$ cat src/rtl/fns_link_rx.sv
// FNS (Fibonacci numbering system) TSV link receiver: scans the fault map into
// per-wire weights, then decodes codewords and flags forbidden transitions.
module fns_link_rx #(
  parameter int unsigned NTSV = 9,
  parameter int unsigned DW   = 8
) (
  input  logic            clock,
  input  logic            reset_n,
  input  logic [NTSV-1:0] f_flag,
  input  logic            cfg_load,
  output logic            cfg_busy,
  output logic [3:0]      n_enabled,
  input  logic [NTSV-1:0] tsv,
  input  logic            tsv_valid,
  output logic [DW-1:0]   dataout,
  output logic            out_valid,
  output logic            ftf_err,
  output logic [7:0]      fault_cnt
);

  localparam int unsigned WW = 8;
  localparam int unsigned CW = 4;
  localparam int unsigned FW = 8;
  localparam int unsigned IW = (NTSV > 1) ? $clog2(NTSV) : 1;

  typedef enum logic [1:0] {
    ST_IDLE  = 2'd0,
    ST_SCAN  = 2'd1,
    ST_READY = 2'd2
  } state_t;

  state_t          r_state;
  logic [IW-1:0]   r_idx;
  logic [NTSV-1:0] r_flags;
  logic [WW-1:0]   r_weight [NTSV];
  logic [CW-1:0]   r_rank;
  logic [WW-1:0]   r_w1;
  logic [WW-1:0]   r_w2;
  logic            r_busy;
  logic [CW-1:0]   r_n_en;
  logic            r_s1_vld;
  logic [NTSV-1:0] r_s1_word;
  logic [NTSV-1:0] r_prev;
  logic            r_prev_vld;
  logic [DW-1:0]   r_dout;
  logic            r_out_vld;
  logic            r_ftf;
  logic [FW-1:0]   r_fault;

  logic [CW-1:0]   w_n_zero;
  logic [WW-1:0]   w_new_weight;
  logic [DW-1:0]   w_sum;
  logic            w_ftf;

  assign cfg_busy  = r_busy;
  assign n_enabled = r_n_en;
  assign dataout   = r_dout;
  assign out_valid = r_out_vld;
  assign ftf_err   = r_ftf;
  assign fault_cnt = r_fault;

  // Enabled-wire count taken from the incoming fault map at load time.
  always_comb begin
    w_n_zero = '0;
    for (int k = 0; k < int'(NTSV); k++) begin
      w_n_zero = w_n_zero + CW'(!f_flag[k]);
    end
  end

  // Fibonacci weight for the next enabled wire (1, 2, then sum of the last two).
  always_comb begin
    w_new_weight = WW'(r_w1 + r_w2);
    if (r_rank == CW'(0)) begin
      w_new_weight = WW'(1);
    end else if (r_rank == CW'(1)) begin
      w_new_weight = WW'(2);
    end
  end

  // Decoded value of the stage-1 word.
  always_comb begin
    w_sum = '0;
    for (int k = 0; k < int'(NTSV); k++) begin
      if (r_s1_word[k]) begin
        w_sum = w_sum + DW'(r_weight[k]);
      end
    end
  end

  // Forbidden transition between neighbouring enabled wires, skipping disabled ones.
  always_comb begin
    logic v_have;
    logic v_lp;
    logic v_lc;
    w_ftf  = 1'b0;
    v_have = 1'b0;
    v_lp   = 1'b0;
    v_lc   = 1'b0;
    for (int k = 0; k < int'(NTSV); k++) begin
      if (!r_flags[k]) begin
        if (v_have && ((!v_lp && r_prev[k] && v_lc && !r_s1_word[k]) ||
                       (v_lp && !r_prev[k] && !v_lc && r_s1_word[k]))) begin
          w_ftf = 1'b1;
        end
        v_have = 1'b1;
        v_lp   = r_prev[k];
        v_lc   = r_s1_word[k];
      end
    end
    w_ftf = w_ftf & r_prev_vld;
  end

  // Control FSM, weight scan and two-stage decode pipeline.
  always_ff @(posedge clock or negedge reset_n) begin
    if (!reset_n) begin
      r_state    <= ST_IDLE;
      r_idx      <= '0;
      r_flags    <= '0;
      for (int k = 0; k < int'(NTSV); k++) begin
        r_weight[k] <= '0;
      end
      r_rank     <= '0;
      r_w1       <= '0;
      r_w2       <= '0;
      r_busy     <= 1'b0;
      r_n_en     <= '0;
      r_s1_vld   <= 1'b0;
      r_s1_word  <= '0;
      r_prev     <= '0;
      r_prev_vld <= 1'b0;
      r_dout     <= '0;
      r_out_vld  <= 1'b0;
      r_ftf      <= 1'b0;
      r_fault    <= '0;
    end else begin
      r_out_vld <= 1'b0;
      if (cfg_load) begin
        // Reconfiguration drops any word in flight and forgets the previous word.
        r_state    <= ST_SCAN;
        r_idx      <= '0;
        r_flags    <= f_flag;
        for (int k = 0; k < int'(NTSV); k++) begin
          r_weight[k] <= '0;
        end
        r_rank     <= '0;
        r_w1       <= '0;
        r_w2       <= '0;
        r_busy     <= 1'b1;
        r_n_en     <= w_n_zero;
        r_s1_vld   <= 1'b0;
        r_s1_word  <= '0;
        r_prev     <= '0;
        r_prev_vld <= 1'b0;
        r_fault    <= '0;
      end else begin
        case (r_state)
          ST_IDLE: begin
            r_state <= ST_IDLE;
          end
          ST_SCAN: begin
            if (!r_flags[r_idx]) begin
              r_weight[r_idx] <= w_new_weight;
              r_w2            <= r_w1;
              r_w1            <= w_new_weight;
              r_rank          <= r_rank + CW'(1);
            end
            if (r_idx == IW'(NTSV - 1)) begin
              r_state <= ST_READY;
              r_busy  <= 1'b0;
            end else begin
              r_idx <= r_idx + IW'(1);
            end
          end
          ST_READY: begin
            r_s1_vld <= tsv_valid;
            if (tsv_valid) begin
              r_s1_word <= tsv & ~r_flags;
            end
            if (r_s1_vld) begin
              r_out_vld  <= 1'b1;
              r_dout     <= w_sum;
              r_ftf      <= w_ftf;
              r_prev     <= r_s1_word;
              r_prev_vld <= 1'b1;
              if (w_ftf && (r_fault != FW'(255))) begin
                r_fault <= r_fault + FW'(1);
              end
            end
          end
          default: begin
            r_state <= ST_IDLE;
            r_busy  <= 1'b0;
          end
        endcase
      end
    end
  end

endmodule

$ cat config.mk
export PLATFORM = sky130hd
export DESIGN_NAME = fns_link_rx
export DESIGN_NICKNAME = d
export VERILOG_FILES = /design/src/rtl/fns_link_rx.sv
export SDC_FILE = /design/constraint.sdc
export NUM_CORES = 1
export LEC_CHECK = 0
export BUFFER_PORTS_ARGS = -buffer_cell sky130_fd_sc_hd__buf_2
export CAP_MARGIN = 20
export CORE_MARGIN = 3
export CORE_UTILIZATION = 45
export DETAILED_ROUTE_END_ITERATION = 10
export PLACE_DENSITY = 0.64
export SLEW_MARGIN = 20
export SYNTH_ARGS = -nofsm -noshare
export SYNTH_HDL_FRONTEND = slang
export SYNTH_SLANG_ARGS = --single-unit
$ cat constraint.sdc
create_clock -name clock -period 12.3 [get_ports clock]
set_input_delay 2.46 -clock clock [delete_from_list [all_inputs] [get_ports clock]]
set_output_delay 2.46 -clock clock [all_outputs]
set_load 0.01 [all_outputs]
# After elaboration in Yosys (flattened, before gate mapping)
# Cells that the tools add are included.
[word_totals]
out_inout_bits = 23
word_cells = 281
register_bits = 150
[op_classes]
n_lt_le_gt_ge = 3
n_reduce_logical = 123
addsub = 20
n_eq_ne = 10
n_mux = 95
bitwise_logic = 5
[op_table]
columns = ["op", "count"]
rows = [
  ["two-way mux 72 bit", 3],
  ["two-way mux 8 bit", 22],
  ["adder 8 bit", 9],
  ["bitwise mux 72 bit", 1],
  ["logical AND 1 bit", 58],
  ["two-way mux 9 bit", 6],
  ["two-way mux 1 bit", 51],
  ["logical NOT 1 bit", 41],
  ["demux 8 bit (select 4 bit)", 1],
  ["two-way mux 4 bit", 6],
  ["adder 4 x 1 -> 4 bit", 5],
  ["AND reduction 2 bit", 6],
  ["nonzero test 2 bit", 5],
  ["AND 9 bit", 1],
  ["NOT 9 bit", 1],
  ["adder 4 x 1 -> 4 bit, second input constant", 2],
  ["adder 8 x 1 -> 8 bit, second input constant", 1],
  ["logical OR 1 bit", 8],
  ["!= test 8 bit, second input constant", 1],
  ["!= test 2 bit, second input constant", 3],
  ["AND reduction 3 bit", 2],
  [">= comparator 5 bit, second input constant", 1],
  ["< comparator 4 x 5 -> 1 bit, second input constant", 1],
  ["< comparator 5 x 1 -> 1 bit, second input constant", 1],
  ["19 further kinds", 20],
]

# Longest topological paths before layout
[depth]
word_depth = 29
mapped_depth = 50
depth_no_buf = 49

# Worst setup path after synthesis
# Ideal clock, no wire load.
[synth_path]
path_type = "reg-to-reg"
from = "register r_s1_word[0]"
to = "register r_dout[7] (netlist: dataout[7])"
setup_slack_ps = 3209
required_time_ps = 12223
setup_ps = 77
synth_period_minus_slack_ps = 9091
path_stages_with_launch = 49
t_arrival_ps = 9015
path_cell_list = "dfrtp_1 -> clkbuf_1 -> and2_1 -> ha_1 -> inv_1 -> fa_1 -> nor2b_1 -> o211ai_1 -> a21boi_0 -> nor2_1 -> xnor2_1 -> mux2_2 -> ha_1 -> nand2b_1 -> o311ai_0 -> nor3b_1 -> and2_1 -> ha_1 -> [13 not listed] -> inv_1 -> ha_1 -> xnor2_1 -> nand2_1 -> o21ai_0 -> ha_1 -> xnor2_1 -> a22oi_1 -> o31ai_1 -> ha_1 -> a21oi_1 -> a31oi_1 -> xor2_1 -> nand2_1 -> xor2_1 -> xnor2_1 -> xnor3_1 -> o21ai_1"
[synth_between]
elab_chain_len = 17
[synth_rtl]
columns = ["element", "line_no", "text"]
rows = [
  ["start: declaration", "42", "logic [NTSV-1:0] r_s1_word;"],
  ["start signal: assignment", "177", "r_s1_word <= tsv & ~r_flags;"],
  ["two-way mux 8 bit (*)", "84", "if (r_s1_word[k]) begin"],
  ["adder 8 bit", "85", "w_sum = w_sum + DW'(r_weight[k]);"],
  ["two-way mux 8 bit (*)", "84", ""],
  ["adder 8 bit", "85", ""],
  ["two-way mux 8 bit (*)", "84", ""],
  ["adder 8 bit", "85", ""],
  ["two-way mux 8 bit (*)", "84", ""],
  ["adder 8 bit", "85", ""],
  ["two-way mux 8 bit (*)", "84", ""],
  ["adder 8 bit", "85", ""],
  ["two-way mux 8 bit (*)", "84", ""],
  ["adder 8 bit", "85", ""],
  ["two-way mux 8 bit (*)", "84", ""],
  ["adder 8 bit", "85", ""],
  ["two-way mux 8 bit (*)", "84", ""],
  ["adder 8 bit", "85", ""],
  ["two-way mux 8 bit (*)", "84", ""],
  ["end signal: assignment", "181", "r_dout <= w_sum;"],
  ["end: declaration", "45", "logic [DW-1:0] r_dout;"],
]
# Mark *: on every way between the ends. The rest lies on a longest branch, timed or not.
# A chain may end at the register's enable or synchronous reset.

# Final worst setup path
# Ends and elaborated chain as after synthesis.

==> impl_results.md <==
- First-pass GRT wire length: 42410 µm
- Synth unique cells: 76
- GRT Total Usage: 22.10%
- Total power draw: 1.179 mW
- Synthesized-area fraction occupied by adder cells: 11.68%
- Initial core utilization: 46.24%
- Hold Path Class: reg -> reg
- RSZ-0062 raised after global routing: false
- Post-synthesis sequential area ratio: 36.74%
- Max-slew violation count: 0
- Post-synthesis compound-gate area fraction: 21.65%
- Worst EP arrival: 10540 ps
- Met3 WL: 1469 µm
- Register share of total power: 45.0%
- Crit-path max FO: 15
- CP Class: reg -> reg
- Fin crit period: 10200 ps
- Placed cell area: 10620 µm²
- Root buffer cell: clkbuf_16
- Leak: 5.475 nW
- CTS tree: built
- Worst hold start: cfg_busy
- Final ANT Viol Nets: 0
- Psw: 347.3 µW
- R2r setup slk: 2100 ps
- DRT iter0 DRCs: 597
- Final Skew: 11.53 ps
- Most Frequent Cell on Critical Path: ha_1
- Via-to-Cell Ratio: 5.853
- Period utilization: 82.91%
- Syn-to-layout area delta: 9.455%
- Fin nets: 1191
- Largest net degree at the start of global routing: 85
- Clk pwr share: 42.7%
- Reg2Reg Depth: 49
- # IOs: 45
- YS warnings: 0
- Highest Signal Layer: met4
- Rows: 54
- CTS H-Tree Depth: 4
- Hold Path Depth: 1
- Initial antenna violation count: 0
- Post-Route WL: 26360 µm
- Peak supply drop: 121.2 µV
- Top-area cell type share of the netlist area: 36.74%
- Hold buffers post-CTS: 0
- Drt pass-1 iters: 5
- Antenna fix cells: 0
- Capturing point of the worst reg2reg path: dataout[7]
- Clock tree buffer depth: 2
- Worst slack, placed: 2343 ps
- Final Wtd Congestion: 0.8737
- Worst relative slew slack: 30.94%
- Resized Gates After CTS: 0
- Largest family of logic cells by synthesized area: compound AO/OA/AOI/OAI gates
- Via count: 8048
- Fmax achieved: 98.06 MHz
- Crit path largest cell delay: 620 ps
- Vias in the first global route: 7615
- CTS sink cnt: 150
- WL met1: 12860 µm
- Met2 routed wirelength: 11660 µm
- Post-Synth XOR/XNOR Area: 5.413%
- CTS clock-pin slew for the worst setup and hold paths: 70 ps
- CTS Buf Count: 17
- Grt ovf: 0
- Hold Slack: 486.2 ps
- Final HPWL DP: 18730 µm
- Final Hold Vio Count: 0
- RR Startpoint: r_s1_word[0]
- Most common cell in the netlist: dfrtp_1
- Max-cap violation count: 0
- Outcome: finished clean
- Die area: 24550 µm²
- WHS Endpoint: cfg_busy
- Synth Register Bits: 150
- Slowest-stage cell, CP: dfrtp_1
- P_int: 831.4 µW
- Die height: 156.7 µm
- Crit path required time: 12640 ps
- Top post-synthesis cells by count: dfrtp_1, a22o_1, nand2_1
- DR DRC count: 0
- Worst setup EP type: flop
- Syn nets: 1173
- Setup bufs post-CTS: 0
- Post-synthesis mux area share: 5.046%
- Synth Flop Type: dfrtp_1
- Synth area leaders: dfrtp_1, ha_1, a22o_1
- Leading area contributor after synthesis: dfrtp_1
- Simple logic cell fraction of the synthesized area: 14.46%
- Avg Inst Size Synth: 9.602 µm²
- Setup_tns: 0 ps
- Sw Share: 29.46%
- Final setup fails: 0
- Power Density: 105.4 nW/µm²
- Cell Area, Synth: 10220 µm²
- Gate power share: 12.2%
- EDFF count, synth: 0
- Port buffer count: 44
- Fin area: 11180 µm²
- Die X: 156.7 µm
- Worst Slack Setup Final: 2102 ps
- Routed WL per cell: 19.17 µm
- Mapped Cells: 1064
- Clock latency on the worst-skew pair: 430 ps
- Startpoint type of the worst setup path: flop
- Share of cells above drive strength 1: 11.32%
- Worst Tran Pin Value: 1032 ps
- Core footprint: 22090 µm²
- Asr flop ratio synth: 100.0%
cells in the final DEF (no fill, tap or decap), types with 11 or more instances in the layout:
cell,Yosys,routed
xor2_1,17,17
clkbuf_16,0,17
a21o_1,23,23
o21ai_0,37,37
mux2i_1,25,25
inv_1,74,74
and2_1,20,20
fa_1,14,14
nand4_1,12,12
nor3_1,19,18
buf_2,15,43
a21oi_1,62,61
a22o_1,76,76
nor2b_1,24,24
nand2_1,75,75
ha_1,73,73
nor2_1,74,74
dfrtp_1,150,150
xnor2_1,41,41
mux2_2,14,14
o21a_1,11,11
nand2b_1,14,14
cell type report:
cell class,count,area [µm²]
inverter,77,289.0
clock inverter,13,113.9
fill,2037,10910
tap,280,350.3
sequential,150,3754
multi-input combinational,786,5961
clock buffer,19,442.9
timing repair buffer,50,271.5
logic make-up (layout without fill, tap and decap cells):
group | Yosys count | in the layout
simple gates | 290 | 290
flops | 150 | 150
mux | 46 | 46
fa+ha+maj | 87 | 87
buf+inv | 128 | 159
compound gates | 303 | 303
xor+xnor | 60 | 60
critical path, delay by kind of cell, from the launching register on:
| family | cells | cell delay (ps) |
|---|---|---|
| compound gates | 15 | 2910 |
| flops | 1 | 620 |
| simple gates | 10 | 1230 |
| fa+ha+maj | 9 | 2810 |
| mux | 3 | 830 |
| xor+xnor | 8 | 1390 |
| buf+inv | 4 | 330 |
worst max-delay path by stage:
stage,from,slack (ps),endpoint
detailed placement,r_s1_word[0],2340,dataout[7]
finish,r_s1_word[0],2100,dataout[7]
global placement,r_s1_word[0],2660,dataout[7]
floorplan,r_s1_word[0],3210,dataout[7]
global route,r_s1_word[0],1370,dataout[7]
CTS,r_s1_word[0],2270,dataout[7]
registers in the layout, indices dropped and copies added (netlist names), 2 cells and up:
register   cells
r_weight      72
n_enabled      4
r_state        2
dataout        8
r_s1_word      9
r_idx          4
r_w1           8
r_prev         9
r_rank         4
r_flags        9
r_w2           8
fault_cnt      8
per-layer routing:
metal | GRT usage [%] | up-vias
met5 | 0 | -
met4 | 5.294 | 0
met3 | 4.480 | 27
met2 | 33.36 | 218
met1 | 32.71 | 3940
li1 | - | 3863
stage by stage:
stage	util (%)	cells
final	50.61	1375
after global routing	50.61	1375
after global placement	48.05	1343
after detailed placement	48.05	1343
after floorplan	-	1064
after CTS	50.57	1375
power groups by stage:
| stage | registers (mW) | clock network, mW | logic [mW] |
|---|---|---|---|
| after detailed placement | 0.539 | 0 | 0.146 |
| after global routing | 0.533 | 0.534 | 0.162 |
| after floorplan | 0.534 | 0 | 0.0945 |
| final | 0.531 | 0.504 | 0.144 |
| after CTS | 0.530 | 0.513 | 0.147 |
| after global placement | 0.539 | 0 | 0.145 |
Power figures use the tool's default switching activity.
